**src/rtl/bch_128_pkg.sv**
```systemverilog
// Shared definitions for the (144,128) shortened binary BCH t=2 code over GF(2^8).
// Field constants, generator polynomial, power/inverse tables and position tables.
// Tables are built by constant functions at elaboration; nothing here is clocked.
package bch_128_pkg;

    localparam int N = 144;
    localparam int K = 128;
    localparam int T = 2;

    // Field polynomial x^8+x^4+x^3+x^2+1; m1 = field polynomial, m3 = minimal poly of alpha^3.
    localparam logic [8:0]  PRIM_POLY = 9'h11D;
    localparam logic [8:0]  M1_POLY   = 9'h11D;
    localparam logic [8:0]  M3_POLY   = 9'h177;
    // g(x) = m1(x) * m3(x), degree 16.
    localparam logic [16:0] GEN_POLY  = 17'h16F63;

    typedef logic [7:0] gf_t;
    typedef logic [255:0][7:0] gf_lut_t;
    typedef logic [N-1:0][7:0] pos_lut_t;

    typedef enum logic [2:0] {
        ST_IDLE   = 3'd0,
        ST_SYND   = 3'd1,
        ST_LOC    = 3'd2,
        ST_SEARCH = 3'd3,
        ST_DONE   = 3'd4
    } state_t;

    // Multiply by alpha with reduction.
    function automatic gf_t gf_xtime(input gf_t a);
        gf_t r;
        r = {a[6:0], 1'b0};
        if (a[7]) r = r ^ PRIM_POLY[7:0];
        return r;
    endfunction

    // alpha^e for e = 0..254; entry 255 wraps to alpha^0.
    function automatic gf_lut_t gen_alpha_lut();
        gf_lut_t lut;
        gf_t     a;
        lut = '0;
        a   = 8'h01;
        for (int e = 0; e < 255; e++) begin
            lut[e] = a;
            a      = gf_xtime(a);
        end
        lut[255] = 8'h01;
        return lut;
    endfunction

    // Multiplicative inverse; inv(0) is defined as 0 and never used for a decision.
    function automatic gf_lut_t gen_inv_lut();
        gf_lut_t alog;
        gf_lut_t lut;
        alog = gen_alpha_lut();
        lut  = '0;
        for (int e = 0; e < 255; e++) begin
            lut[alog[e]] = alog[(255 - e) % 255];
        end
        return lut;
    endfunction

    // Per codeword position i (exponent 143-i): alpha^(mult*e), or its inverse.
    function automatic pos_lut_t gen_pos_lut(input int mult, input bit inverse);
        gf_lut_t  alog;
        pos_lut_t lut;
        int       e;
        alog = gen_alpha_lut();
        lut  = '0;
        for (int i = 0; i < N; i++) begin
            e = (mult * (N - 1 - i)) % 255;
            if (inverse) e = (255 - e) % 255;
            lut[i] = alog[8'(e)];
        end
        return lut;
    endfunction

    localparam gf_lut_t  ALPHA_LUT  = gen_alpha_lut();
    localparam gf_lut_t  INV_LUT    = gen_inv_lut();
    localparam pos_lut_t SYND1_LUT  = gen_pos_lut(1, 1'b0);
    localparam pos_lut_t SYND3_LUT  = gen_pos_lut(3, 1'b0);
    localparam pos_lut_t CHIEN1_LUT = gen_pos_lut(1, 1'b1);
    localparam pos_lut_t CHIEN2_LUT = gen_pos_lut(2, 1'b1);

endpackage

```
**src/rtl/bch_128_dec_gf256_mul.sv**
```systemverilog
// Combinational GF(2^8) multiplier, shift-and-add with per-step reduction.
// Latency: zero cycles (pure combinational).
// Backpressure: none; no handshake.
module gf256_mul
    import bch_128_pkg::*;
(
    input  logic [7:0] a,
    input  logic [7:0] b,
    output logic [7:0] p
);

    gf_t acc;
    gf_t sh;

    // Accumulate a*alpha^k for every set bit k of b.
    always_comb begin
        acc = '0;
        sh  = a;
        for (int k = 0; k < 8; k++) begin
            if (b[k]) acc = acc ^ sh;
            sh = gf_xtime(sh);
        end
        p = acc;
    end

endmodule

```
**src/rtl/bch_128_dec.sv**
```systemverilog
// BCH(144,128) t=2 decoder: syndromes, closed-form locator, multi-cycle Chien search.
// Latency: o_valid rises 3 + 144/CHIEN_PAR edges after the accepting edge.
// Backpressure: one codeword in flight; enable is ignored while o_ready is low.
module bch_128_dec
    import bch_128_pkg::*;
#(
    parameter int CHIEN_PAR = 8
) (
    input  logic         clk,
    input  logic         reset_n,
    input  logic         enable,
    input  logic [0:143] i_code,
    output logic         o_ready,
    output logic [0:127] o_data,
    output logic [1:0]   o_err_cnt,
    output logic         o_uncorr,
    output logic         o_valid
);

    // CHIEN_PAR must divide 144 so the search covers every position exactly once.
    localparam int NCYC = N / CHIEN_PAR;
    localparam int CW   = (NCYC > 1) ? $clog2(NCYC) : 1;
    localparam logic [CW-1:0] LAST_CYC = CW'(NCYC - 1);

    state_t        state;
    logic [0:N-1]  code_q;
    logic [0:K-1]  data_orig;
    gf_t           s1_q;
    gf_t           s3_q;
    gf_t           sig1_q;
    gf_t           sig2_q;
    logic [1:0]    deg_q;
    logic          flag_q;
    logic [CW-1:0] cyc_q;
    logic [7:0]    roots_q;

    gf_t                  s1_c;
    gf_t                  s3_c;
    gf_t                  s1_sq;
    gf_t                  s1_cu;
    gf_t                  sig2_c;
    logic [CHIEN_PAR-1:0] root_vec;
    logic [7:0]           lane_pos [CHIEN_PAR];
    logic [0:N-1]         flip_c;
    logic [7:0]           cnt_c;
    logic                 uncorr_c;

    assign o_ready = (state == ST_IDLE);

    // Syndromes S1 = r(alpha), S3 = r(alpha^3) as XOR of per-position constants.
    always_comb begin
        s1_c = '0;
        s3_c = '0;
        for (int i = 0; i < N; i++) begin
            if (code_q[i]) begin
                s1_c = s1_c ^ SYND1_LUT[i];
                s3_c = s3_c ^ SYND3_LUT[i];
            end
        end
    end

    // sigma2 = (S3 + S1^3) / S1 for the two-error case.
    gf256_mul u_sq   (.a(s1_q),         .b(s1_q),          .p(s1_sq));
    gf256_mul u_cu   (.a(s1_sq),        .b(s1_q),          .p(s1_cu));
    gf256_mul u_sig2 (.a(s3_q ^ s1_cu), .b(INV_LUT[s1_q]), .p(sig2_c));

    // Each lane tests sigma(alpha^-(143-i)) = 0 for its position i this cycle.
    for (genvar j = 0; j < CHIEN_PAR; j++) begin : g_lane
        gf_t x1;
        gf_t x2;
        gf_t t1;
        gf_t t2;
        assign lane_pos[j] = 8'(cyc_q) * 8'(CHIEN_PAR) + 8'(j);
        assign x1 = CHIEN1_LUT[lane_pos[j]];
        assign x2 = CHIEN2_LUT[lane_pos[j]];
        gf256_mul u_m1 (.a(sig1_q), .b(x1), .p(t1));
        gf256_mul u_m2 (.a(sig2_q), .b(x2), .p(t2));
        assign root_vec[j] = ((8'h01 ^ t1 ^ t2) == 8'h00);
    end

    // Gather this cycle's roots into a flip mask and a root count.
    always_comb begin
        flip_c = '0;
        cnt_c  = '0;
        for (int j = 0; j < CHIEN_PAR; j++) begin
            if (root_vec[j]) flip_c[lane_pos[j]] = 1'b1;
            cnt_c = cnt_c + {7'd0, root_vec[j]};
        end
    end

    // Roots outside the shortened range leave count below degree: not correctable.
    assign uncorr_c = flag_q | (roots_q != {6'd0, deg_q});

    // Decoder FSM with all datapath and result registers.
    always_ff @(posedge clk or negedge reset_n) begin
        if (!reset_n) begin
            state     <= ST_IDLE;
            code_q    <= '0;
            data_orig <= '0;
            s1_q      <= '0;
            s3_q      <= '0;
            sig1_q    <= '0;
            sig2_q    <= '0;
            deg_q     <= '0;
            flag_q    <= 1'b0;
            cyc_q     <= '0;
            roots_q   <= '0;
            o_data    <= '0;
            o_err_cnt <= '0;
            o_uncorr  <= 1'b0;
            o_valid   <= 1'b0;
        end else begin
            o_valid <= 1'b0;
            case (state)
                ST_IDLE: begin
                    if (enable) begin
                        code_q    <= i_code;
                        data_orig <= i_code[0:K-1];
                        cyc_q     <= '0;
                        roots_q   <= '0;
                        state     <= ST_SYND;
                    end
                end
                ST_SYND: begin
                    s1_q  <= s1_c;
                    s3_q  <= s3_c;
                    state <= ST_LOC;
                end
                ST_LOC: begin
                    if (s1_q == 8'h00) begin
                        // Zero S1 with nonzero S3 cannot come from one or two errors.
                        sig1_q <= '0;
                        sig2_q <= '0;
                        deg_q  <= 2'd0;
                        flag_q <= (s3_q != 8'h00);
                    end else if (s3_q == s1_cu) begin
                        sig1_q <= s1_q;
                        sig2_q <= '0;
                        deg_q  <= 2'd1;
                        flag_q <= 1'b0;
                    end else begin
                        sig1_q <= s1_q;
                        sig2_q <= sig2_c;
                        deg_q  <= 2'd2;
                        flag_q <= 1'b0;
                    end
                    state <= ST_SEARCH;
                end
                ST_SEARCH: begin
                    // Full-length search regardless of degree keeps latency fixed.
                    code_q  <= code_q ^ flip_c;
                    roots_q <= roots_q + cnt_c;
                    if (cyc_q == LAST_CYC) begin
                        state <= ST_DONE;
                    end else begin
                        cyc_q <= cyc_q + 1'b1;
                    end
                end
                ST_DONE: begin
                    o_valid   <= 1'b1;
                    o_uncorr  <= uncorr_c;
                    o_data    <= uncorr_c ? data_orig : code_q[0:K-1];
                    o_err_cnt <= uncorr_c ? 2'd0 : deg_q;
                    state     <= ST_IDLE;
                end
                default: state <= ST_IDLE;
            endcase
        end
    end

endmodule

```
**config.mk**
```make
export PLATFORM = sky130hd
export DESIGN_NAME = bch_128_dec
export DESIGN_NICKNAME = d
export VERILOG_FILES = /design/src/rtl/bch_128_pkg.sv /design/src/rtl/bch_128_dec_gf256_mul.sv /design/src/rtl/bch_128_dec.sv
export SDC_FILE = /design/constraint.sdc
export NUM_CORES = 2
export LEC_CHECK = 0
export BUFFER_PORTS_ARGS = -buffer_cell sky130_fd_sc_hd__buf_2
export CORE_MARGIN = 2
export CORE_UTILIZATION = 28
export DETAILED_ROUTE_END_ITERATION = 8
export PLACE_DENSITY = 0.44
export REMOVE_ABC_BUFFERS = 1
export SLEW_MARGIN = 10
export SYNTH_ARGS = -nofsm -noshare
export SYNTH_HDL_FRONTEND = slang
export SYNTH_HIERARCHICAL = 1
export SYNTH_SLANG_ARGS = --single-unit
export TNS_END_PERCENT = 30
```
**constraint.sdc**
```tcl
create_clock -name clk -period 10 [get_ports clk]
set_input_delay 0.5 -clock clk [delete_from_list [all_inputs] [get_ports clk]]
set_output_delay 0.5 -clock clk [all_outputs]
set_load 0.01 [all_outputs]
```
==> results.tsv <==
metric	value	unit
setup_viol	0	
antenna_found_initial	3	
ant_nets	0	
drv_slew	0	
worst-path-max-fanout	27	
synth_cell_type_count	77	
drtIter0Drc	3470	
final_layout_size_suffix_gt1_frac	0.106	
cts_buffers	51	
avgSynthCellArea	8.04	sq um
port_buffers	279	
reg2reg_depth	23	
dp_hpwl	143000	um
clk_latency	630	ps
fin_nets	6512	
synth_fa_ha_area_frac	0.00904	
drt-total-wl	197000	um
synth_compound_area_frac	0.116	
grt_pass1_vias	42000	
required	10540	ps
cts_tree	built	
final_cell_mix	nand2_1 (1632), xnor2_1 (1232), dfrtp_1 (436)	
routabilityCongestion	0.970	
clk_pin_slew	70	ps
wl_per_cell	22.5	um
wl_met2	94100	um
cp-start-kind	flip-flop	
vias_per_cell	4.94	
top_layer	met5	
grt_max_degree	194	
clock-root-buffer	clkbuf_16	
synth_edf_count	0	
finClkSkew	22.3	ps
min-delay-start	i_code[6]	
postCtsSetupBuffers	0	
io_pins	280	
min_to	data_orig[6]$_DFFE_PN0P_	
r2r_end	roots_q[6]$_DFFE_PN0P_	
synth_xor_area_frac	0.378	
hold_class	in -> reg	
status	finished clean	
clk_path_buf_depth	3	
worstPathArrival	9420	ps
dr_wl_met3	8200	um
fmax	113	MHz
initial_core_util	0.283	
grt_first_pass_wirelength	292000	um
dr.pass1.iters	5	
critical_path_class	reg -> reg	
num_rows	156	
final_common_cell	nand2_1	
fp.dieW	432	um
ys_seq_elements	455	
setup_tns	0	ps
whs_path_depth	3	
worstMarginPinSlew	1290	ps
r2r-start	cyc_q[2]$_DFFE_PN0P_	
synth_top_family_by_area	XOR/XNOR gates	
grt.overflow.total	0	
die_h	432	um
vias	43200	
netlist_area	51200	sq um
cp-end-kind	flip-flop	
yosys.area_share.simple	0.179	
synth_mux_area_frac	0.0406	
nFillCells	19300	
post-route-min-period	8890	ps
yosysSeqAreaShare	0.222	
wl_met1	87600	um
cap_viol_max_count	0	
drc	0	
maxSlewHeadroom	0.139	
async_flop_share	1.00	
rsz0062_at_grt	false	
ys_warn_count	6	
period_share	0.889	
clock_sinks	455	
area_growth	9.71	%
die_area	186000	sq um
core	181000	sq um
grt.total_usage	0.205	
rrSetupSlack	1110	ps
htreeDepth	2	
syn_inst	6369	
hold_viol_final	0	
synth_flop_cell	dfrtp_1	
==> critical path: stages (launching register included) <==
cell and delay, ps:
dfrtp_1 870, nand2b_1 370, nor2_1 640, or2_2 650
nand2_1 160, xor2_1 210, xnor2_1 210, xnor3_1 350
xor2_1 170, nor4_1 940, nand2_1 990, inv_1 250
fa_1 440, inv_1 80, fa_1 430, fa_1 460
fa_1 430, fa_1 430, nor2b_1 120, o21ai_0 80
nand2b_1 100, nand3_1 90, xor2_1 140, o21ai_0 170
==> cell usage after synthesis, types with 13 or more instances <==
library cell / count / share of area
nand2_1: 1635 / 0.12
a311oi_1: 36 / 0.0062
a2bb2oi_1: 19 / 0.0033
buf_6: 19 / 0.0042
and3_1: 52 / 0.0064
nor4_1: 17 / 0.0021
or3_1: 18 / 0.0022
mux2i_1: 174 / 0.034
nand2b_1: 88 / 0.011
clkbuf_1: 325 / 0.024
dfrtp_1: 455 / 0.22
and2_1: 13 / 0.0016
a221o_1: 34 / 0.0066
a22oi_1: 39 / 0.0057
buf_2: 60 / 0.0059
xor2_1: 427 / 0.073
a31oi_1: 51 / 0.0062
o21ai_0: 420 / 0.041
xnor3_1: 95 / 0.042
a211oi_1: 31 / 0.0045
nor2_1: 203 / 0.015
xor2_4: 57 / 0.031
xnor2_1: 1232 / 0.21
xor2_2: 57 / 0.018
buf_4: 77 / 0.011
buf_1: 32 / 0.0023
mux2_2: 20 / 0.0044
a21o_1: 15 / 0.0022
ha_1: 29 / 0.0071
a21oi_1: 195 / 0.019
nand3_1: 50 / 0.0049
nor3_1: 83 / 0.0081
o311ai_0: 38 / 0.0065
nor2b_1: 41 / 0.0050
inv_1: 90 / 0.0066
==> area by class of cell <==
class                           instances  area (sq um)  share of cell area
Antenna cell                            1          2.50           0.0000445
Multi-Input combinational cell       5338         37300               0.663
Timing Repair Buffer                  392          2340              0.0417
Clock buffer                           67          1430              0.0254
Sequential cell                       455         11400               0.204
Clock inverter                         27           375             0.00668
Tap cell                             2370          2970              0.0528
Inverter                               93           352             0.00626
==> routing by layer <==
metal | global-route usage | vias to the layer above
met5 | 0 | -
met4 | 0.0657 | 6
met3 | 0.0154 | 271
met2 | 0.347 | 1236
met1 | 0.277 | 21100
li1 | - | 20600
==> registers in the layout, summed over array words and instances (netlist names) <==
signal / count
s1_q: 8
data_orig: 128
deg_q: 2
o_err_cnt: 2
flag_q: 1
o_valid: 1
code_q: 144
sig1_q: 8
sig2_q: 8
cyc_q: 5
roots_q: 8
state: 3
o_data: 128
s3_q: 8
o_uncorr: 1
==> how the worst max path moves through the flow <==
stage	startpoint	slack, ps	to	depth (start not counted)
6_report	cyc_q[2]$_DFFE_PN0P_	1110	roots_q[6]$_DFFE_PN0P_	23
5_1_grt	cyc_q[2]$_DFFE_PN0P_	490	roots_q[6]$_DFFE_PN0P_	23
4_1_cts	cyc_q[2]$_DFFE_PN0P_	1190	roots_q[6]$_DFFE_PN0P_	23
3_5_place_dp	cyc_q[2]$_DFFE_PN0P_	1210	roots_q[6]$_DFFE_PN0P_	23
3_3_place_gp	cyc_q[2]$_DFFE_PN0P_	1380	roots_q[6]$_DFFE_PN0P_	23
2_1_floorplan	cyc_q[0]$_DFFE_PN0P_	-3220	roots_q[7]$_DFFE_PN0P_	24
==> stage by stage <==
stage	setup WS (ps)	cells	cell area, sq um	hold slack, ps	util
after floorplan	-3220	5886	48900	204	-
after global placement	1380	8647	54300	455	0.300
after detailed placement	1210	8647	54300	462	0.300
after CTS	1190	8742	56200	63.9	0.310
after global routing	493	8742	56200	97.3	0.310
final	1110	8743	56200	101	0.310
==> repair_timing <==
item / in CTS / in global routing
gates resized for setup: 0 / 0
hold buffers: 1 / 0
hold endpoints to repair: 90 / 0
==> cells by family after synthesis <==
| kind of cell | after synthesis |
|---|---|
| XOR/XNOR | 1877 |
| other | 2 |
| AO/OA/AOI/OAI | 972 |
| flip-flops | 455 |
| multiplexers | 199 |
| buffers and inverters | 607 |
| adder cells (fa/ha/maj) | 34 |
| AND/OR/NAND/NOR | 2223 |
Power is left out: the tool's default activity adds up to more than one toggle a clock period on the data nets, which glitch-free logic cannot reach.
